**src/rtl/mmio_periph_hub_pkg.sv**
```systemverilog
// mmio_periph_hub_pkg: register offsets and sticky-flag bit indices for the MMIO hub
package mmio_periph_hub_pkg;
  localparam logic [7:0] MMIO_UART_CTRL = 8'h00;
  localparam logic [7:0] MMIO_UART_RX   = 8'h04;
  localparam logic [7:0] MMIO_UART_TX   = 8'h08;
  localparam logic [7:0] MMIO_CYCLE     = 8'h10;
  localparam logic [7:0] MMIO_RETIRED   = 8'h14;
  localparam logic [7:0] MMIO_CNT_CLR   = 8'h18;
  localparam logic [7:0] MMIO_FLAGS     = 8'h1C;
  localparam logic [7:0] MMIO_BTN_STAT  = 8'h20;
  localparam logic [7:0] MMIO_BTN_DATA  = 8'h24;
  localparam logic [7:0] MMIO_SW        = 8'h28;
  localparam logic [7:0] MMIO_LED       = 8'h30;
  localparam int FLAG_TX_DROP = 0;
  localparam int FLAG_RX_OVF  = 1;
  localparam int FLAG_BTN_OVF = 2;
endpackage

```
**src/rtl/mmio_periph_hub_fifo.sv**
```systemverilog
// io_sync_fifo: sync FIFO (clk, rst active-low, push/wdata in, pop/rdata head out, full/empty), push accepted on full when popping
module io_sync_fifo #(
  parameter int WIDTH = 8,
  parameter int DEPTH = 4
) (
  input  logic             clk,
  input  logic             rst,
  input  logic             push,
  input  logic             pop,
  input  logic [WIDTH-1:0] wdata,
  output logic [WIDTH-1:0] rdata,
  output logic             full,
  output logic             empty
);
  localparam int AW = $clog2(DEPTH);
  logic [WIDTH-1:0] mem [DEPTH];
  logic [AW:0] wptr, rptr;
  logic do_push, do_pop;
  assign empty   = wptr == rptr;
  assign full    = (wptr[AW] != rptr[AW]) && (wptr[AW-1:0] == rptr[AW-1:0]);
  assign do_pop  = pop & ~empty;
  assign do_push = push & (~full | do_pop);
  assign rdata   = mem[rptr[AW-1:0]];
  always_ff @(posedge clk) begin
    if (!rst) begin
      wptr <= '0;
      rptr <= '0;
    end else begin
      if (do_push) wptr <= wptr + 1'b1;
      if (do_pop) rptr <= rptr + 1'b1;
    end
  end
  always_ff @(posedge clk) if (do_push) mem[wptr[AW-1:0]] <= wdata;
endmodule

```
**src/rtl/mmio_periph_hub.sv**
```systemverilog
// mmio_periph_hub: MMIO hub (req_* bus in, rsp_rdata out; UART rx/tx handshakes; counters; buttons/switches in; leds out)
module mmio_periph_hub
  import mmio_periph_hub_pkg::*;
#(
  parameter int NUM_BTN        = 3,
  parameter int NUM_SW         = 2,
  parameter int NUM_LED        = 6,
  parameter int BTN_FIFO_DEPTH = 8,
  parameter int RX_FIFO_DEPTH  = 4
) (
  input  logic               clk,
  input  logic               rst,
  input  logic               req_valid,
  input  logic [7:0]         req_addr,
  input  logic [3:0]         req_we,
  input  logic [31:0]        req_wdata,
  output logic [31:0]        rsp_rdata,
  input  logic               inst_retire,
  input  logic [7:0]         uart_rx_data,
  input  logic               uart_rx_valid,
  output logic               uart_rx_ready,
  output logic [7:0]         uart_tx_data,
  output logic               uart_tx_valid,
  input  logic               uart_tx_ready,
  input  logic [NUM_BTN-1:0] buttons,
  input  logic [NUM_SW-1:0]  switches,
  output logic [NUM_LED-1:0] leds
);
  logic [7:0] addr;
  logic rd, wr, unused;
  logic [7:0] rx_rdata;
  logic rx_full, rx_empty, rx_block_q;
  logic [NUM_BTN-1:0] btn_rdata, btn_q;
  logic btn_full, btn_empty, btn_rise, btn_pop;
  logic [2:0] flags, flag_set, flag_clr;
  logic [31:0] cyc, ret, rdata;
  logic tx_wr, cnt_clr;
  assign addr     = {req_addr[7:2], 2'b00};
  assign rd       = req_valid & ~|req_we;
  assign wr       = req_valid & |req_we;
  assign unused   = ^{req_addr[1:0], req_wdata[31:8]};
  assign tx_wr    = wr & (addr == MMIO_UART_TX);
  assign cnt_clr  = wr & (addr == MMIO_CNT_CLR);
  assign btn_pop  = rd & (addr == MMIO_BTN_DATA);
  assign btn_rise = |(buttons & ~btn_q);
  assign uart_rx_ready = ~rx_full;
  // rx overflow flags only the first cycle a byte is held off, not every stalled cycle
  assign flag_set[FLAG_TX_DROP] = tx_wr & uart_tx_valid;
  assign flag_set[FLAG_RX_OVF]  = uart_rx_valid & rx_full & ~rx_block_q;
  assign flag_set[FLAG_BTN_OVF] = btn_rise & btn_full & ~btn_pop;
  assign flag_clr = (wr & req_we[0] & (addr == MMIO_FLAGS)) ? req_wdata[2:0] : 3'b0;
  io_sync_fifo #(.WIDTH(8), .DEPTH(RX_FIFO_DEPTH)) u_rx_fifo (
    .clk(clk), .rst(rst), .push(uart_rx_valid & ~rx_full), .pop(rd & (addr == MMIO_UART_RX)),
    .wdata(uart_rx_data), .rdata(rx_rdata), .full(rx_full), .empty(rx_empty)
  );
  io_sync_fifo #(.WIDTH(NUM_BTN), .DEPTH(BTN_FIFO_DEPTH)) u_btn_fifo (
    .clk(clk), .rst(rst), .push(btn_rise), .pop(btn_pop),
    .wdata(buttons), .rdata(btn_rdata), .full(btn_full), .empty(btn_empty)
  );
  always_comb begin
    rdata = '0;
    case (addr)
      MMIO_UART_CTRL: rdata = {29'b0, flags[FLAG_TX_DROP], ~rx_empty, ~uart_tx_valid};
      MMIO_UART_RX:   rdata = rx_empty ? '0 : 32'(rx_rdata);
      MMIO_CYCLE:     rdata = cyc;
      MMIO_RETIRED:   rdata = ret;
      MMIO_FLAGS:     rdata = 32'(flags);
      MMIO_BTN_STAT:  rdata = 32'(btn_empty);
      MMIO_BTN_DATA:  rdata = btn_empty ? '0 : 32'(btn_rdata);
      MMIO_SW:        rdata = 32'(switches);
      MMIO_LED:       rdata = 32'(leds);
      default:        rdata = '0;
    endcase
  end
  always_ff @(posedge clk) begin
    if (!rst) begin
      rsp_rdata     <= '0;
      uart_tx_valid <= 1'b0;
      uart_tx_data  <= '0;
      leds          <= '0;
      cyc           <= '0;
      ret           <= '0;
      flags         <= '0;
      btn_q         <= '0;
      rx_block_q    <= 1'b0;
    end else begin
      btn_q      <= buttons;
      rx_block_q <= uart_rx_valid & rx_full;
      flags      <= (flags & ~flag_clr) | flag_set;
      cyc        <= cnt_clr ? '0 : cyc + 32'd1;
      ret        <= cnt_clr ? '0 : ret + 32'(inst_retire);
      if (rd) rsp_rdata <= rdata;
      if (wr & req_we[0] & (addr == MMIO_LED)) leds <= req_wdata[NUM_LED-1:0];
      if (tx_wr & ~uart_tx_valid) begin
        uart_tx_valid <= 1'b1;
        uart_tx_data  <= req_wdata[7:0];
      end else if (uart_tx_valid & uart_tx_ready) uart_tx_valid <= 1'b0;
    end
  end
endmodule

```
**config.mk**
```make
export PLATFORM = sky130hd
export DESIGN_NAME = mmio_periph_hub
export DESIGN_NICKNAME = d
export VERILOG_FILES = /design/src/rtl/mmio_periph_hub_pkg.sv /design/src/rtl/mmio_periph_hub_fifo.sv /design/src/rtl/mmio_periph_hub.sv
export SDC_FILE = /design/constraint.sdc
export NUM_CORES = 1
export LEC_CHECK = 0
export ABC_AREA = 1
export BUFFER_PORTS_ARGS = -buffer_cell sky130_fd_sc_hd__buf_2
export CAP_MARGIN = 30
export CORE_MARGIN = 5
export CORE_UTILIZATION = 61
export DETAILED_ROUTE_END_ITERATION = 12
export GPL_ROUTABILITY_DRIVEN = 0
export GPL_TIMING_DRIVEN = 0
export PLACE_DENSITY = 0.88
export SKIP_CTS_REPAIR_TIMING = 1
export SYNTH_ARGS = -nofsm -noshare
export SYNTH_HDL_FRONTEND = slang
export SYNTH_HIERARCHICAL = 1
export SYNTH_SLANG_ARGS = --single-unit
```
**constraint.sdc**
```tcl
create_clock -name clk -period 5.69 [get_ports clk]
set_clock_uncertainty 0.2 [all_clocks]
set_input_delay 1.138 -clock clk [delete_from_list [all_inputs] [get_ports clk]]
set_output_delay 1.138 -clock clk [all_outputs]
set_load 0.01 [all_outputs]
```
# After elaboration in Yosys (flattened, before gate mapping)
# Memories as Yosys holds them, arrays and structs flattened. A register that Yosys moved wholly into a read port is not among the register bits.
# Cells that the tools add are included.
dict set report totals {
  wordCells 95
  mem_count 2
  register_bits 132
  mem_bits_rw 56
  input_bits 63
  output_inout_bits 48
}
dict set report classes {
  reduce_logical 8
  n_bitwise 36
  addsub 6
  mux 14
  eq_ne 16
}
# name depth word_bits rd rd_ports_with_merged_regs wr line
set memory_table {}
lappend memory_table {u_rx_fifo.mem 4 8 1 1 1 mmio_periph_hub_fifo.sv:16} ;# logic [WIDTH-1:0] mem [DEPTH];
lappend memory_table {u_btn_fifo.mem 8 3 1 1 1 mmio_periph_hub_fifo.sv:16}
# cell count
set op_table {}
lappend op_table {{$pmux 32 s9} 1}
lappend op_table {{$add 32x1->32} 1}
lappend op_table {{$add 32x1->32 const B} 1}
lappend op_table {{$eq 6x3->1 const B} 4}
lappend op_table {{$eq 6x4->1 const B} 4}
lappend op_table {{$and 1x1->1} 21}
lappend op_table {{$mux 3} 4}
lappend op_table {{$add 4x1->4 const B} 2}
lappend op_table {{$logic_not 8->1} 1}
lappend op_table {{$mux 8} 1}
lappend op_table {{$not 1->1} 8}
lappend op_table {{$add 3x1->3 const B} 2}
lappend op_table {{$and 3x3->3} 2}
lappend op_table {{$eq 3x3->1} 2}
lappend op_table {{$eq 6x1->1 const B} 1}
lappend op_table {{$eq 6x2->1 const B} 1}
lappend op_table {{$mux 1} 6}
lappend op_table {{$not 3->3} 2}
lappend op_table {{$eq 4x4->1} 1}
lappend op_table {{$mux 2} 2}
lappend op_table {{$reduce_or 4->1} 1}
lappend op_table {{$or 3x3->3} 1}
lappend op_table {{$reduce_or 3->1} 1}
lappend op_table {{$eq 2x2->1} 1}
lappend op_table {{other kinds (6)} 9}

# Depth between registers and ports, before layout
dict set report depth {
  ltp_word 9
  depth_mapped 14
  ltp_nobuf 14
}

# Modules after synthesis
# The synthesis kept the hierarchy.
# mod area_each_um2 cells_per_inst instances seq_area_each_um2
set by_module_without_submodules {}
lappend by_module_without_submodules {mmio_periph_hub 6017.0 899 1 2362.3}
lappend by_module_without_submodules {{io_sync_fifo (u_rx_fifo)} 1644.1 142 1 1121.1}
lappend by_module_without_submodules {{io_sync_fifo (u_btn_fifo)} 1575.3 155 1 940.9}

# Least setup slack after synthesis
# OpenSTA, ideal clock, no wires.
dict set report synth_timing {
  kind {input -> register}
  startpoint {input port req_we[3]}
  endpoint {memory u_rx_fifo.mem[0][0], enable pin}
  t_required_ns 5.119
  arrival_time_ns 2.866
  setup_slack_ns 2.253
  setup_ns 0.371
  n_path_buf 1
  path_stages 10
  path_cell_list {nor2_1 -> nand2_1 -> nor2_1 -> inv_1 -> clkbuf_1 -> nor3_1 -> inv_1 -> nand4_2 -> nand2_2 -> nor2_1}
}
dict set report synth_via {
  elab_chain_cells 9
}
# element line
set synth_rtl {}
lappend synth_rtl {{start, declared} mmio_periph_hub.sv:15} ;# input logic [3:0] req_we,
lappend synth_rtl {{$reduce_or 4->1} mmio_periph_hub.sv:39} ;# assign rd = req_valid & ~|req_we;
lappend synth_rtl {{$logic_not 1->1} mmio_periph_hub.sv:39}
lappend synth_rtl {{$and 1x1->1} mmio_periph_hub.sv:39}
lappend synth_rtl {{$and 1x1->1} mmio_periph_hub.sv:53} ;# .clk(clk), .rst(rst), .push(uart_rx_valid & ~rx_full), .pop(rd & (addr == MMIO_UART_RX)),
lappend synth_rtl {{$and 1x1->1} mmio_periph_hub_fifo.sv:21} ;# assign do_pop = pop & ~empty;
lappend synth_rtl {{$or 1x1->1} mmio_periph_hub_fifo.sv:22} ;# assign do_push = push & (~full | do_pop);
lappend synth_rtl {{$and 1x1->1} mmio_periph_hub_fifo.sv:22}
lappend synth_rtl {{$mux 1} mmio_periph_hub_fifo.sv:33} ;# always_ff @(posedge clk) if (do_push) mem[wptr[AW-1:0]] <= wdata;
lappend synth_rtl {{$mux 1 (implied by the code)} mmio_periph_hub_fifo.sv:33}
lappend synth_rtl {{end, declared} mmio_periph_hub_fifo.sv:16}
# Every way passes these cells.

# Worst setup path after layout
dict set report layout_timing {
  startpoint {input port req_we[1]}
  endpoint {memory u_rx_fifo.mem[2][5], enable pin}
}
# Same word-level chain as after synthesis.

==> results.py <==
metrics = {
    "worst_setup_path": {
        "critPathLaunchType": "input port",
        "critPathKind": "input port to flop",
        "max_stage_delay_ns": 0.62,
        "reg2reg_depth": 8,
        "reg2reg_slack_ns": 3.20,
        "cp.arrival_ns": 3.89,
        "worstPathCellList": "buf_2, nor2_1, nand2_1, nor2_1, inv_1, clkbuf_1, nor3_1, inv_1, nand4_2, nand2_2, nor2_1",
        "crit_top_cell": "nor2_1",
        "reg2reg_from": "u_rx_fifo/wptr[1]$_SDFFE_PN0P_",
        "reg2reg_to": "u_rx_fifo/mem[2][5]$_DFFE_PP_",
        "cp_data_required_time_ns": 5.56,
        "cp_max_fo": 10,
        "cp-end-kind": "flop",
        "crit_slowest_cell": "nor2_1",
    },
    "route": {
        "drc": 0,
        "ant_nets": 0,
        "vias_per_cell": 5.58,
        "vias": 8366,
        "wl_um": 23100,
        "drt_iter0_markers": 965,
        "drt_pass1_iterations": 6,
        "avgRoutedWirePerCell_um": 15.4,
    },
    "sta": {
        "setup_tns_ns": 0,
        "rsz0062_at_grt": "false",
        "worst_pin_slew_ns": 0.777,
        "fmax_mhz": 249,
        "relSlewSlack_pct": 48.0,
        "finalHoldViolations": 0,
        "setup_viol": 0,
        "period_minus_slack_ns": 4.02,
        "whs_ns": 0.245,
        "fin_crit_sh_pct": 70.6,
        "finalMaxSlewViolations": 0,
    },
    "global_routing": {
        "track_usage_pct": 26.6,
        "antenna_found_initial": 0,
        "grt_pass1_wl_um": 37900,
        "grt_max_degree": 20,
        "grt.overflow.total": 0,
        "grt_pass1_vias": 7965,
    },
    "synth": {
        "syn_inst": 1196,
        "netlist_top_cells_area": "dfxtp_1, edfxtp_1, nand2_1",
        "synth_seq_cells": 193,
        "synth-edff-count": 56,
        "synth_flop_cell": "dfxtp_1",
        "syn_area_per_cell_um2": 7.72,
        "synth_top_area_share_pct": 29.7,
        "synth.yosys.seq_area_share_pct": 47.9,
        "synth_warnings": 6,
        "synth_top_cell_by_area": "dfxtp_1",
        "synth_nets": 1269,
        "syn-cell-area_um2": 9240,
        "yosysMostFrequentCell": "nand2_1",
        "async_flop_share_pct": 0,
        "synth.distinct_cells": 47,
        "synthTopCellsByCount": "nand2_1, nor2_1, inv_1, dfxtp_1, a21oi_1",
    },
    "pwr": {
        "pwr-share-seq_pct": 52.9,
        "p_leak_nw": 3.92,
        "power.internal_mw": 2.07,
        "clkPwrFrac_pct": 40.7,
        "pwr-share-comb_pct": 6.4,
        "swShare_pct": 25.1,
        "max-vdd-ir-drop_uv": 198,
        "p_sw_uw": 695,
        "power_density_nw_per_um2": 265,
    },
    "placement": {
        "dpl_cell_area_um2": 9890,
        "dp_hpwl_um": 17400,
        "placedCellCount": 1468,
        "port_buffers": 84,
    },
    "cells_and_area": {
        "fin_cells": 1500,
        "design_area_um2": 10400,
        "nets": 1372,
        "num_antenna_cells": 0,
        "areaGrowthSynthToFinish_pct": 13.1,
        "fillers": 1181,
        "layout-drive-gt1-share_pct": 14.9,
    },
    "floorplan": {
        "ios": 111,
        "core_area_um2": 15000,
        "placementRows": 45,
        "die_w_um": 133,
        "die_area_um2": 17700,
        "fp.dieH_um": 133,
        "initial_core_util_pct": 61.4,
    },
    "hold_path": {
        "min_to": "flags[1]$_SDFF_PN0_",
        "worstHoldPathType": "flop to flop",
        "min_path_cells": 1,
        "hp-start": "rx_block_q$_SDFF_PN0_",
    },
    "clock_tree": {
        "cts.sinks": 193,
        "htree_levels": 4,
        "clkLatencyLatePin_ns": 0.44,
        "cts_buffer_depth": 2,
        "cts_root_buf": "clkbuf_16",
        "clk_pin_slew_worst_paths_ns": 0.07,
        "cts-buffers-inserted": 17,
        "cts_tree": "built",
    },
    "run_status": {
        "status": "completed",
    },
    "run": {
        "cap_violations": 0,
    },
}
## flip-flops by register name, indices dropped and copies added (netlist names), 3 cells and up, named ones only
| signal | cells |
|---|---|
| cyc | 32 |
| ret | 32 |
| rsp_rdata | 32 |
| u_rx_fifo/mem | 32 |
| u_btn_fifo/mem | 24 |
| uart_tx_data | 8 |
| leds | 6 |
| u_btn_fifo/rptr | 4 |
| u_btn_fifo/wptr | 4 |
| btn_q | 3 |
| flags | 3 |
| u_rx_fifo/rptr | 3 |
| u_rx_fifo/wptr | 3 |
## worst max-delay path: cells and delay by family
kind / cells / cell delay [ns]
and+or+nand+nor: 7 / 1.92
buffers and inverters: 4 / 0.82
## kinds of logic after synthesis
family,Yosys count,share of synthesized area (%)
and+or+nand+nor,612,29.9
DFF,193,47.9
AOI/OAI and AO/OA,183,10.7
buffers and inverters,176,7.75
xor gates and xnor gates,22,2.33
adders and majority gates,10,1.35
## stage by stage
stage | total power [mW] | setup slack (ns) | util [%]
2_1_floorplan | 1.61 | 2.25 | -
3_3_place_gp | 1.66 | 1.25 | 65.8
3_5_place_dp | 1.67 | 1.15 | 65.8
4_1_cts | 2.77 | 1.60 | 69.5
5_1_grt | 2.86 | 1.37 | 69.5
6_report | 2.77 | 1.67 | 69.5
## cell type report
type / instances / area, um2 / area share [%]
clock inverters: 15 / 129 / 1.23
clock buffers: 17 / 425 / 4.07
flip-flops and latches: 193 / 4420 / 42.4
plain buffers: 28 / 156 / 1.50
repair buffers: 84 / 420 / 4.02
multi-input cells: 827 / 4100 / 39.2
well taps: 188 / 235 / 2.25
inverters: 148 / 559 / 5.35
## routing by layer
layer	up-vias	GRT usage [%]	wire length, um
li1	4144	-	-
met1	3815	33.9	9500
met2	340	43.7	11100
met3	67	4.79	1640
met4	0	13.1	852
met5	-	0	0
## power groups by stage
stage / logic [mW] / clock network (mW) / registers [mW]
3_3_place_gp: 0.167 / 0 / 1.49
6_report: 0.177 / 1.13 / 1.46
4_1_cts: 0.176 / 1.13 / 1.46
3_5_place_dp: 0.174 / 0 / 1.50
5_1_grt: 0.198 / 1.20 / 1.47
2_1_floorplan: 0.118 / 0 / 1.49
## worst max-delay path by stage
stage	from	endpoint	slack [ns]	cells after the start
after floorplan	req_we[3]	u_rx_fifo/mem[0][0]$_DFFE_PP_	2.25	10
final	req_we[1]	u_rx_fifo/mem[2][5]$_DFFE_PP_	1.67	11
after detailed placement	req_we[1]	u_rx_fifo/mem[2][6]$_DFFE_PP_	1.15	11
after global placement	req_we[3]	u_rx_fifo/mem[2][6]$_DFFE_PP_	1.25	11
after CTS	req_we[1]	u_rx_fifo/mem[0][0]$_DFFE_PP_	1.60	11
after global routing	req_we[3]	u_rx_fifo/mem[2][6]$_DFFE_PP_	1.37	11
## placed cells by master, fill, tap and decap left out, types with 11 or more instances in the layout
cell type and n:
nand2_1 276, nor2_1 163, inv_1 138, dfxtp_1 137, buf_2 95, a21oi_1 86
nand3_1 60, edfxtp_1 56, o21ai_0 44, nor3_1 28, o22ai_1 26, nand4_1 24
clkbuf_16 17, xor2_1 16, o21ai_1 14, clkbuf_1 12, nand2_2 11, nor3_2 11
(Power assumes the default switching activity.)
